### config.mk
export PLATFORM = sky130hd
export DESIGN_NAME = red_pitaya_pwm_bank
export DESIGN_NICKNAME = d
export VERILOG_FILES = /design/src/rtl/pwm_bank_pkg.sv /design/src/rtl/red_pitaya_pwm_ch.sv /design/src/rtl/red_pitaya_pwm_bank.sv
export SDC_FILE = /design/constraint.sdc
export NUM_CORES = 1
export LEC_CHECK = 0
export CORE_UTILIZATION = 57
export CTS_BUF_LIST = sky130_fd_sc_hd__clkbuf_16
export DETAILED_ROUTE_END_ITERATION = 8
export PLACE_DENSITY = 0.91
export SKIP_LAST_GASP = 1
export SYNTH_ARGS = -nofsm -noshare
export SYNTH_HDL_FRONTEND = slang
export SYNTH_HIERARCHICAL = 1
export SYNTH_SLANG_ARGS = --single-unit
### constraint.sdc
create_clock -name clk_i -period 5.65 [get_ports clk_i]
set_clock_uncertainty 0.2 [all_clocks]
set_input_delay 1.13 -clock clk_i [delete_from_list [all_inputs] [get_ports clk_i]]
set_output_delay 1.13 -clock clk_i [all_outputs]
set_load 0.1 [all_outputs]
### src/rtl/pwm_bank_pkg.sv
// Shared constants for the PWM bank: register map, dither width and the
// rule that picks which fine-duty bit stretches a given period by one clock.
package pwm_bank_pkg;

  localparam logic [19:0] CTRL        = 20'h00000;
  localparam logic [19:0] CH_BASE     = 20'h00020;
  localparam int          DITHER_BITS = 4;

  // Spreads the 4 fine bits over a 16-period cycle: fine[3] fires in 8
  // periods, fine[2] in 4, fine[1] in 2, fine[0] in 1, and ph 0 never fires.
  function automatic logic ext_sel(input logic [DITHER_BITS-1:0] fine,
                                   input logic [DITHER_BITS-1:0] ph_next);
    if (ph_next[0])                return fine[3];
    else if (ph_next[1:0] == 2'b10)  return fine[2];
    else if (ph_next[2:0] == 3'b100) return fine[1];
    else if (ph_next == 4'b1000)   return fine[0];
    else                           return 1'b0;
  endfunction

endpackage

### src/rtl/red_pitaya_pwm_ch.sv
// One PWM channel: picks its duty source, applies dither, latches the
// active duty at the period boundary and compares it against the counter.
module red_pitaya_pwm_ch
  import pwm_bank_pkg::*;
#(
  parameter int DW       = 14,
  parameter int PWM_BITS = 8
) (
  input  logic                            clk_i,
  input  logic                            rstn_i,
  input  logic [DW-1:0]                   hw,
  input  logic [PWM_BITS+DITHER_BITS-1:0] val,
  input  logic                            en,
  input  logic                            src,
  input  logic                            bnd,
  input  logic [DITHER_BITS-1:0]          ph_next,
  input  logic [PWM_BITS-1:0]             cnt,
  output logic                            pwm
);

  localparam int VW = PWM_BITS + DITHER_BITS;

  logic [DW-1:0]     hw_q;
  logic [DW-1:0]     conv;
  logic [VW-1:0]     sel;
  logic              ext;
  logic [PWM_BITS:0] duty;
  logic [PWM_BITS:0] duty_nxt;
  logic              unused_conv;

  // Flipping the sign bit turns two's complement into offset binary, so the
  // most negative input maps to 0 and the most positive to all ones.
  assign conv        = {~hw_q[DW-1], hw_q[DW-2:0]};
  assign sel         = src ? conv[DW-1 -: VW] : val;
  assign ext         = ext_sel(sel[DITHER_BITS-1:0], ph_next);
  assign duty_nxt    = {1'b0, sel[VW-1 -: PWM_BITS]} + {{PWM_BITS{1'b0}}, ext};
  assign unused_conv = ^conv;

  // NOTE: sequential state uses non-blocking assignments only, so every
  // register samples pre-edge values regardless of block evaluation order.
  always_ff @(posedge clk_i or negedge rstn_i) begin
    if (!rstn_i) begin
      hw_q <= '0;
      duty <= '0;
      pwm  <= 1'b0;
    end else begin
      hw_q <= hw;
      if (bnd) duty <= en ? duty_nxt : '0;
      pwm <= ({1'b0, cnt} < duty);
    end
  end

endmodule

### src/rtl/red_pitaya_pwm_bank.sv
// Bank of dithered PWM outputs with a shared period/phase counter and a
// simple system-bus register file (CTRL plus one value register per channel).
module red_pitaya_pwm_bank #(
  parameter int NCH         = 4,
  parameter int DW          = 14,
  parameter int PWM_BITS    = 8,
  parameter int DITHER_BITS = pwm_bank_pkg::DITHER_BITS
) (
  input  logic                clk_i,
  input  logic                rstn_i,
  input  logic [NCH*DW-1:0]   pwm_i,
  output logic [NCH-1:0]      pwm_o,
  input  logic [31:0]         sys_addr,
  input  logic [31:0]         sys_wdata,
  input  logic [3:0]          sys_sel,
  input  logic                sys_wen,
  input  logic                sys_ren,
  output logic [31:0]         sys_rdata,
  output logic                sys_err,
  output logic                sys_ack
);

  localparam int                  VW      = PWM_BITS + DITHER_BITS;
  localparam logic [PWM_BITS-1:0] CNT_MAX = '1;

  logic [PWM_BITS-1:0]    cnt;
  logic [DITHER_BITS-1:0] ph;
  logic [DITHER_BITS-1:0] ph_next;
  logic                   bnd;

  logic [NCH-1:0] en_q, en_d;
  logic [NCH-1:0] src_q, src_d;
  logic [VW-1:0]  val_q [NCH];
  logic [VW-1:0]  val_d [NCH];

  logic [19:0] addr;
  logic        ctrl_hit;
  logic        ch_hit;
  logic [2:0]  ch_idx;
  logic [31:0] rdata_d;
  logic        unused_bus;

  assign addr       = sys_addr[19:0];
  assign ch_idx     = addr[4:2];
  assign ctrl_hit   = (addr == pwm_bank_pkg::CTRL);
  assign ch_hit     = (addr[19:5] == pwm_bank_pkg::CH_BASE[19:5]) && (addr[1:0] == 2'b00)
                      && ({29'd0, ch_idx} < NCH);
  assign unused_bus = ^{sys_sel, sys_addr, sys_wdata};
  assign sys_err    = 1'b0;

  assign bnd     = (cnt == CNT_MAX);
  assign ph_next = ph + 1'b1;

  // Channels see the post-write register view, so a write landing on the
  // boundary cycle already shapes the period that begins there.
  // NOTE: every always_comb output gets a default first, so no path can
  // leave it unassigned and infer a latch.
  always_comb begin
    en_d  = en_q;
    src_d = src_q;
    for (int k = 0; k < NCH; k++) val_d[k] = val_q[k];
    if (sys_wen) begin
      if (ctrl_hit) begin
        en_d  = sys_wdata[NCH-1:0];
        src_d = sys_wdata[16 +: NCH];
      end else if (ch_hit) begin
        for (int k = 0; k < NCH; k++)
          if (ch_idx == 3'(k)) val_d[k] = sys_wdata[VW-1:0];
      end
    end
  end

  always_comb begin
    rdata_d = '0;
    if (ctrl_hit) begin
      rdata_d[NCH-1:0]   = en_q;
      rdata_d[16 +: NCH] = src_q;
    end else if (ch_hit) begin
      for (int k = 0; k < NCH; k++)
        if (ch_idx == 3'(k)) rdata_d[VW-1:0] = val_q[k];
    end
  end

  // NOTE: the value registers form a small array but are architecturally
  // visible state, so each entry is cleared on reset like any other flop.
  always_ff @(posedge clk_i or negedge rstn_i) begin
    if (!rstn_i) begin
      en_q  <= '0;
      src_q <= '0;
      for (int k = 0; k < NCH; k++) val_q[k] <= '0;
    end else begin
      en_q  <= en_d;
      src_q <= src_d;
      for (int k = 0; k < NCH; k++) val_q[k] <= val_d[k];
    end
  end

  always_ff @(posedge clk_i or negedge rstn_i) begin
    if (!rstn_i) begin
      sys_ack   <= 1'b0;
      sys_rdata <= '0;
    end else begin
      sys_ack <= sys_wen | sys_ren;
      if (sys_ren) sys_rdata <= rdata_d;
    end
  end

  always_ff @(posedge clk_i or negedge rstn_i) begin
    if (!rstn_i) begin
      cnt <= '0;
      ph  <= '0;
    end else begin
      cnt <= cnt + 1'b1;
      if (bnd) ph <= ph_next;
    end
  end

  for (genvar k = 0; k < NCH; k++) begin : g_ch
    red_pitaya_pwm_ch #(
      .DW       (DW),
      .PWM_BITS (PWM_BITS)
    ) u_ch (
      .clk_i   (clk_i),
      .rstn_i  (rstn_i),
      .hw      (pwm_i[k*DW +: DW]),
      .val     (val_d[k]),
      .en      (en_d[k]),
      .src     (src_d[k]),
      .bnd     (bnd),
      .ph_next (ph_next),
      .cnt     (cnt),
      .pwm     (pwm_o[k])
    );
  end

endmodule

After elaboration in Yosys (flattened, before gate mapping):

Index checks and enable logic that the tools add are counted.

* magnitude comparators: 5
* bitwise gates (word level): 5
* eq/ne operators: 8
* $add $sub $neg: 6
* multiplexer cells: 43
* reduce and logical (&&, ||, !) cells: 5

Operators with widths (number)
* $mux W12: 13
* $mux W48: 3
* $add A8 B1 Y9: 4
* $lt A8 B9 Y1: 4
* $mux W9: 4
* $mux W4: 6
* $logic_not A20 Y1: 1
* $mux W1: 16
* $eq A15 B1 Y1 const B: 1
* $add A8 B1 Y8 const B: 1
* $eq A8 B8 Y1 const B: 1
* $mux W8: 1
* $eq A3 B2 Y1 const B: 2
* $add A4 B1 Y4 const B: 1
* $eq A4 B4 Y1 const B: 1
* $not A1 Y1: 4
* $eq A3 B1 Y1 const B: 1
* $eq A3 B3 Y1 const B: 1
* $logic_not A3 Y1: 1
* $lt A3 B3 Y1 const B: 1
* $eq A2 B2 Y1 const B: 1
* $logic_and A1 B1 Y1: 2
* $logic_not A2 Y1: 1
* $or A1 B1 Y1: 1

* output and inout bits: 38
* logic and storage cells: 94
* bits of input ports: 128
* register bits after elaboration: 181

Depth between registers and ports, before layout:

* word-level depth: 13
* depth in mapped cells: 17
* depth with buffers taken out: 14

Hierarchy:

The synthesis kept the hierarchy.

By module, submodules not included
* red_pitaya_pwm_ch: seq. area each 550.5 um^2, area each 1221.2 um^2, instances 4, cells an instance 104
* red_pitaya_pwm_bank: seq. area each 2127.0 um^2, area each 4005.1 um^2, instances 1, cells an instance 296

Worst setup path before layout:

Ideal clock, no wire load.

* kind: input to register
* start: input sys_addr[15]
* end: register g_ch[0].u_ch.duty[6]
* setup time: 0.120 ns
* path buffers: 2
* arrival time: 4.190 ns
* setup slack: 1.140 ns
* data required time: 5.330 ns
* stages on the path: 16
* cells stage by stage: nor4_4 -> and3_1 -> buf_4 -> nand4_2 -> mux2_2 -> buf_6 -> mux2_1 -> a21oi_1 -> a221oi_1 -> a21o_1 -> ha_1 -> ha_1 -> nand4_1 -> a22oi_4 -> xnor2_1 -> a31o_1

* elaborated cells between the ends (all ways): 18
* classes of those cells: 1 x add/sub; 1 x eq/ne; 13 x mux; 3 x reduce/logical

RTL lines
* start, declared: RTL line red_pitaya_pwm_bank.sv:13 `input logic [31:0] sys_addr,`
* $logic_not A20 Y1 *: RTL line red_pitaya_pwm_bank.sv:45 `assign ctrl_hit = (addr == pwm_bank_pkg::CTRL);`
* $mux W4 *: RTL line red_pitaya_pwm_bank.sv:63 `if (ctrl_hit) begin`
* $mux W4 *: RTL line red_pitaya_pwm_bank.sv:62 `if (sys_wen) begin`
* via src_d[0]: RTL line red_pitaya_pwm_bank.sv:32 `logic [NCH-1:0] src_q, src_d;`
* $mux W12 *: RTL line red_pitaya_pwm_ch.sv:34 `assign sel = src ? conv[DW-1 -: VW] : val;`
* $mux W1: RTL line pwm_bank_pkg.sv:16 `else if (ph_next == 4'b1000) return fine[0];`
* $mux W1: RTL line pwm_bank_pkg.sv:15 `else if (ph_next[2:0] == 3'b100) return fine[1];`
* $mux W1: RTL line pwm_bank_pkg.sv:14 `else if (ph_next[1:0] == 2'b10) return fine[2];`
* $mux W1: RTL line pwm_bank_pkg.sv:13 `if (ph_next[0]) return fine[3];`
* $add A8 B1 Y9 *: RTL line red_pitaya_pwm_ch.sv:36 `assign duty_nxt = {1'b0, sel[VW-1 -: PWM_BITS]} + {{PWM_BITS{1'b0}}, ext};`
* $mux W9 *: RTL line red_pitaya_pwm_ch.sv:48 `if (bnd) duty <= en ? duty_nxt : '0;`
* end signal, assigned: RTL line red_pitaya_pwm_ch.sv:48
* end, declared: RTL line red_pitaya_pwm_ch.sv:27 `logic [PWM_BITS:0] duty;`

Mark *: on every way through the listed nets, which the timed path passes. The rest lies on a longest branch.
A chain may end at the register's enable or synchronous reset.

Final worst setup path:

* start: input sys_addr[10]
* end: register g_ch[0].u_ch.duty[6]

Same word-level chain as after synthesis.

==> run metrics <==
Adder-Cell Fraction of Synth Area=5.35%; WL/cell=21.0 microns; Final setup viols=0; fin nets=991; Worst Hold Launch=src_q[1]; Via density=6.06; final slew viol count=0; distinct cell type count after synthesis=56; register area=0.00433 sq mm; Setup Fix Bufs, Post-CTS=0; post-layout util=70.4%; DP Worst Slack=0.307 ns; CP endpoint=g_ch[0].u_ch/duty[6]; Worst-path clk slew=0.06 ns; critical path fanouts, max=7; Hold Path Class=reg -> reg; cell depth of the worst setup path=15; VDD IR max=0.233 mV; CP bufs+invs=1; Worst Setup Path Type=in -> reg; Avg Cell Area, Syn=12.5 sq um; final period demand of the worst path=4.98 ns; Pleak=5.11 nW; slowest CP cell=a221oi_1; Synth Area in Compound Gates=11.3%; antenna violations before repair=0; critical path's most frequent cell=ha_1; die area=0.0161 sq mm; cell area after synthesis=0.00889 sq mm; Synth Area in XOR/XNOR=3.45%; Slew Limit Headroom=29.6%; Slew @ Worst Pin=1.05 ns; Setup WS post-layout=0.668 ns; flops & latches, synth=173; Syn-to-layout area delta=20.4%; CP startpoint kind=input pin; number of max-cap violations=0; CTS tree=yes; Post-Synthesis Cells=712; total routed wirelength=21.5 mm; Top-Level Pins=166; Global Route Usage Sum=28.3%; Seq/Total Area, Yosys=48.7%; pin count of the biggest net entering global routing=101; Critical Path Start=sys_addr[10]; drt first pass iters=5; CTS max path bufs=2; worst-skew pair later-pin latency=0.43 ns; most frequent cells in the layout=dfrtp_1, clkdlybuf4s50_1, inv_1, mux2i_1, ha_1; clk sinks=173; worst-path cell chain=clkdlybuf4s50_1 -> nor4_2 -> and2_1 -> nand4_2 -> mux2_2 -> mux2_1 -> a21oi_1 -> a221oi_1 -> a21o_1 -> ha_1 -> ha_1 -> nand4_1 -> a22oi_4 -> xnor2_1 -> a31o_1; Post-synth ARST share=100%; chip height=127 microns; Fin Setup TNS=0 ns; top_reg_cell synth=dfrtp_1; Max Clock Freq=0.201 GHz; post-synthesis simple-gate area fraction=11.0%; vias in the first global route=6404; mux contribution to synthesized area=14.7%; DR vias=6215; Core ar.=0.0152 sq mm; Worst EP arrival=5.10 ns; Root Driver=clkbuf_16; most common cell after layout, fill and taps aside=dfrtp_1; CP endpoint kind=flop; Iteration-0 DRC Markers=516; chip width=127 microns; first-pass GRT wire length=34.2 mm; Critical Path Max Stage Delay=0.47 ns; Final period util=88.2%; largest family of logic cells by synthesized area=multiplexers; WHS=0.290 ns; Final Hold Fails=0; hpwl dp=15.2 mm; hold_buf cts=0; Required @ worst endpoint=5.77 ns; share of cells above drive strength 1=14.1%; CP delay by family, top=simple AND/OR/NAND/NOR gates; grt ovf=0; detailed-route DRC error count=0; r2r worst-path depth=11; starting density of the core=58.5%; H-Tree Depth=4; Post-synth EDFFs=0; post-CTS sizing=0; Diodes inserted=0; Fillers=1027; FF-to-FF Start=ph[0]; Num CTS Buffers=17; Rows=45; IO Port Bufs=108; antenna-violating nets left=0; Worst R2R End=g_ch[0].u_ch/duty[6]; Placer Congestion=0.886; area used by multi-input combinational logic=0.00414 sq mm; outcome=complete, no violations; YS warnings=6; unrepaired setup endpoints after global routing=false; PwrDens=254 mW/mm^2; FF-to-FF setup slack=2.24 ns
-- through the flow --
step | cells | cell area [sq um] | total power (W)
2_1_floorplan | 728 | 8950 | 0.00137
3_3_place_gp | 994 | 10100 | 0.00146
3_5_place_dp | 994 | 10100 | 0.00147
4_1_cts | 1025 | 10700 | 0.00274
5_1_grt | 1025 | 10700 | 0.00280
6_report | 1025 | 10700 | 0.00272
-- power breakdown --
group          switching [W]  total, W  internal, W
logic               0.000113  0.000179    0.0000656
clock network       0.000490   0.00127     0.000784
registers          0.0000102   0.00127      0.00126
total               0.000613   0.00272      0.00211
-- cell families after synthesis --
group,after synthesis
adder cells (fa/ha/maj),38
AND/OR/NAND/NOR,135
other,1
flip-flops,173
AO/OA/AOI/OAI,124
buffers and inverters,89
XOR/XNOR,35
multiplexers,117
-- synth_stat cells, types with 9 or more instances --
cell type,instances,area share (%)
o221ai_1,12,1.2
buf_4,20,1.7
nand4_1,16,1.1
mux2i_1,40,4.5
xnor2_1,14,1.4
mux2_2,30,3.8
mux2_4,10,1.7
xor2_1,21,2.1
mux2_1,37,4.7
inv_1,44,1.9
nor2b_1,9,0.63
o21ai_0,12,0.68
nor2_1,24,1.0
o21a_1,12,1.0
o22ai_1,16,1.1
ha_1,38,5.3
dfrtp_1,173,49
nand3_1,19,1.1
nand2_1,19,0.80
-- layout make-up --
cell class	instances	area share, %
sequential	173	40.5
multi-input combinational	466	38.6
timing repair buffer	123	11.2
clock buffer	17	3.98
tap	188	2.20
clock inverter	14	2.02
inverter	44	1.54
-- metal layers --
layer | up-vias | global-route usage, % | routed length, microns
met5 | - | 0 | 0
met4 | 0 | 10.4 | 555
met3 | 38 | 6.62 | 1400
met2 | 261 | 46.3 | 10500
met1 | 3118 | 36.8 | 9010
li1 | 2798 | - | -
-- registers in the layout (all words and copies together), names as in the netlist --
signal          cells
g_ch.u_ch/hw_q     48
val_q              48
g_ch.u_ch/duty     36
sys_rdata          16
cnt                 8
en_q                4
g_ch.u_ch/pwm       4
ph                  4
src_q               4
sys_ack             1
-- how the worst min path moves through the flow --
stage	to	slack (ns)	cells after the start
floorplan	g_ch[0].u_ch/pwm	0.24	2
global placement	sys_rdata[8]	0.27	1
detailed placement	sys_rdata[17]	0.28	1
CTS	sys_rdata[17]	0.29	1
global route	sys_rdata[11]	0.32	1
finish	sys_rdata[17]	0.29	1
Power figures use the tool's default switching activity.
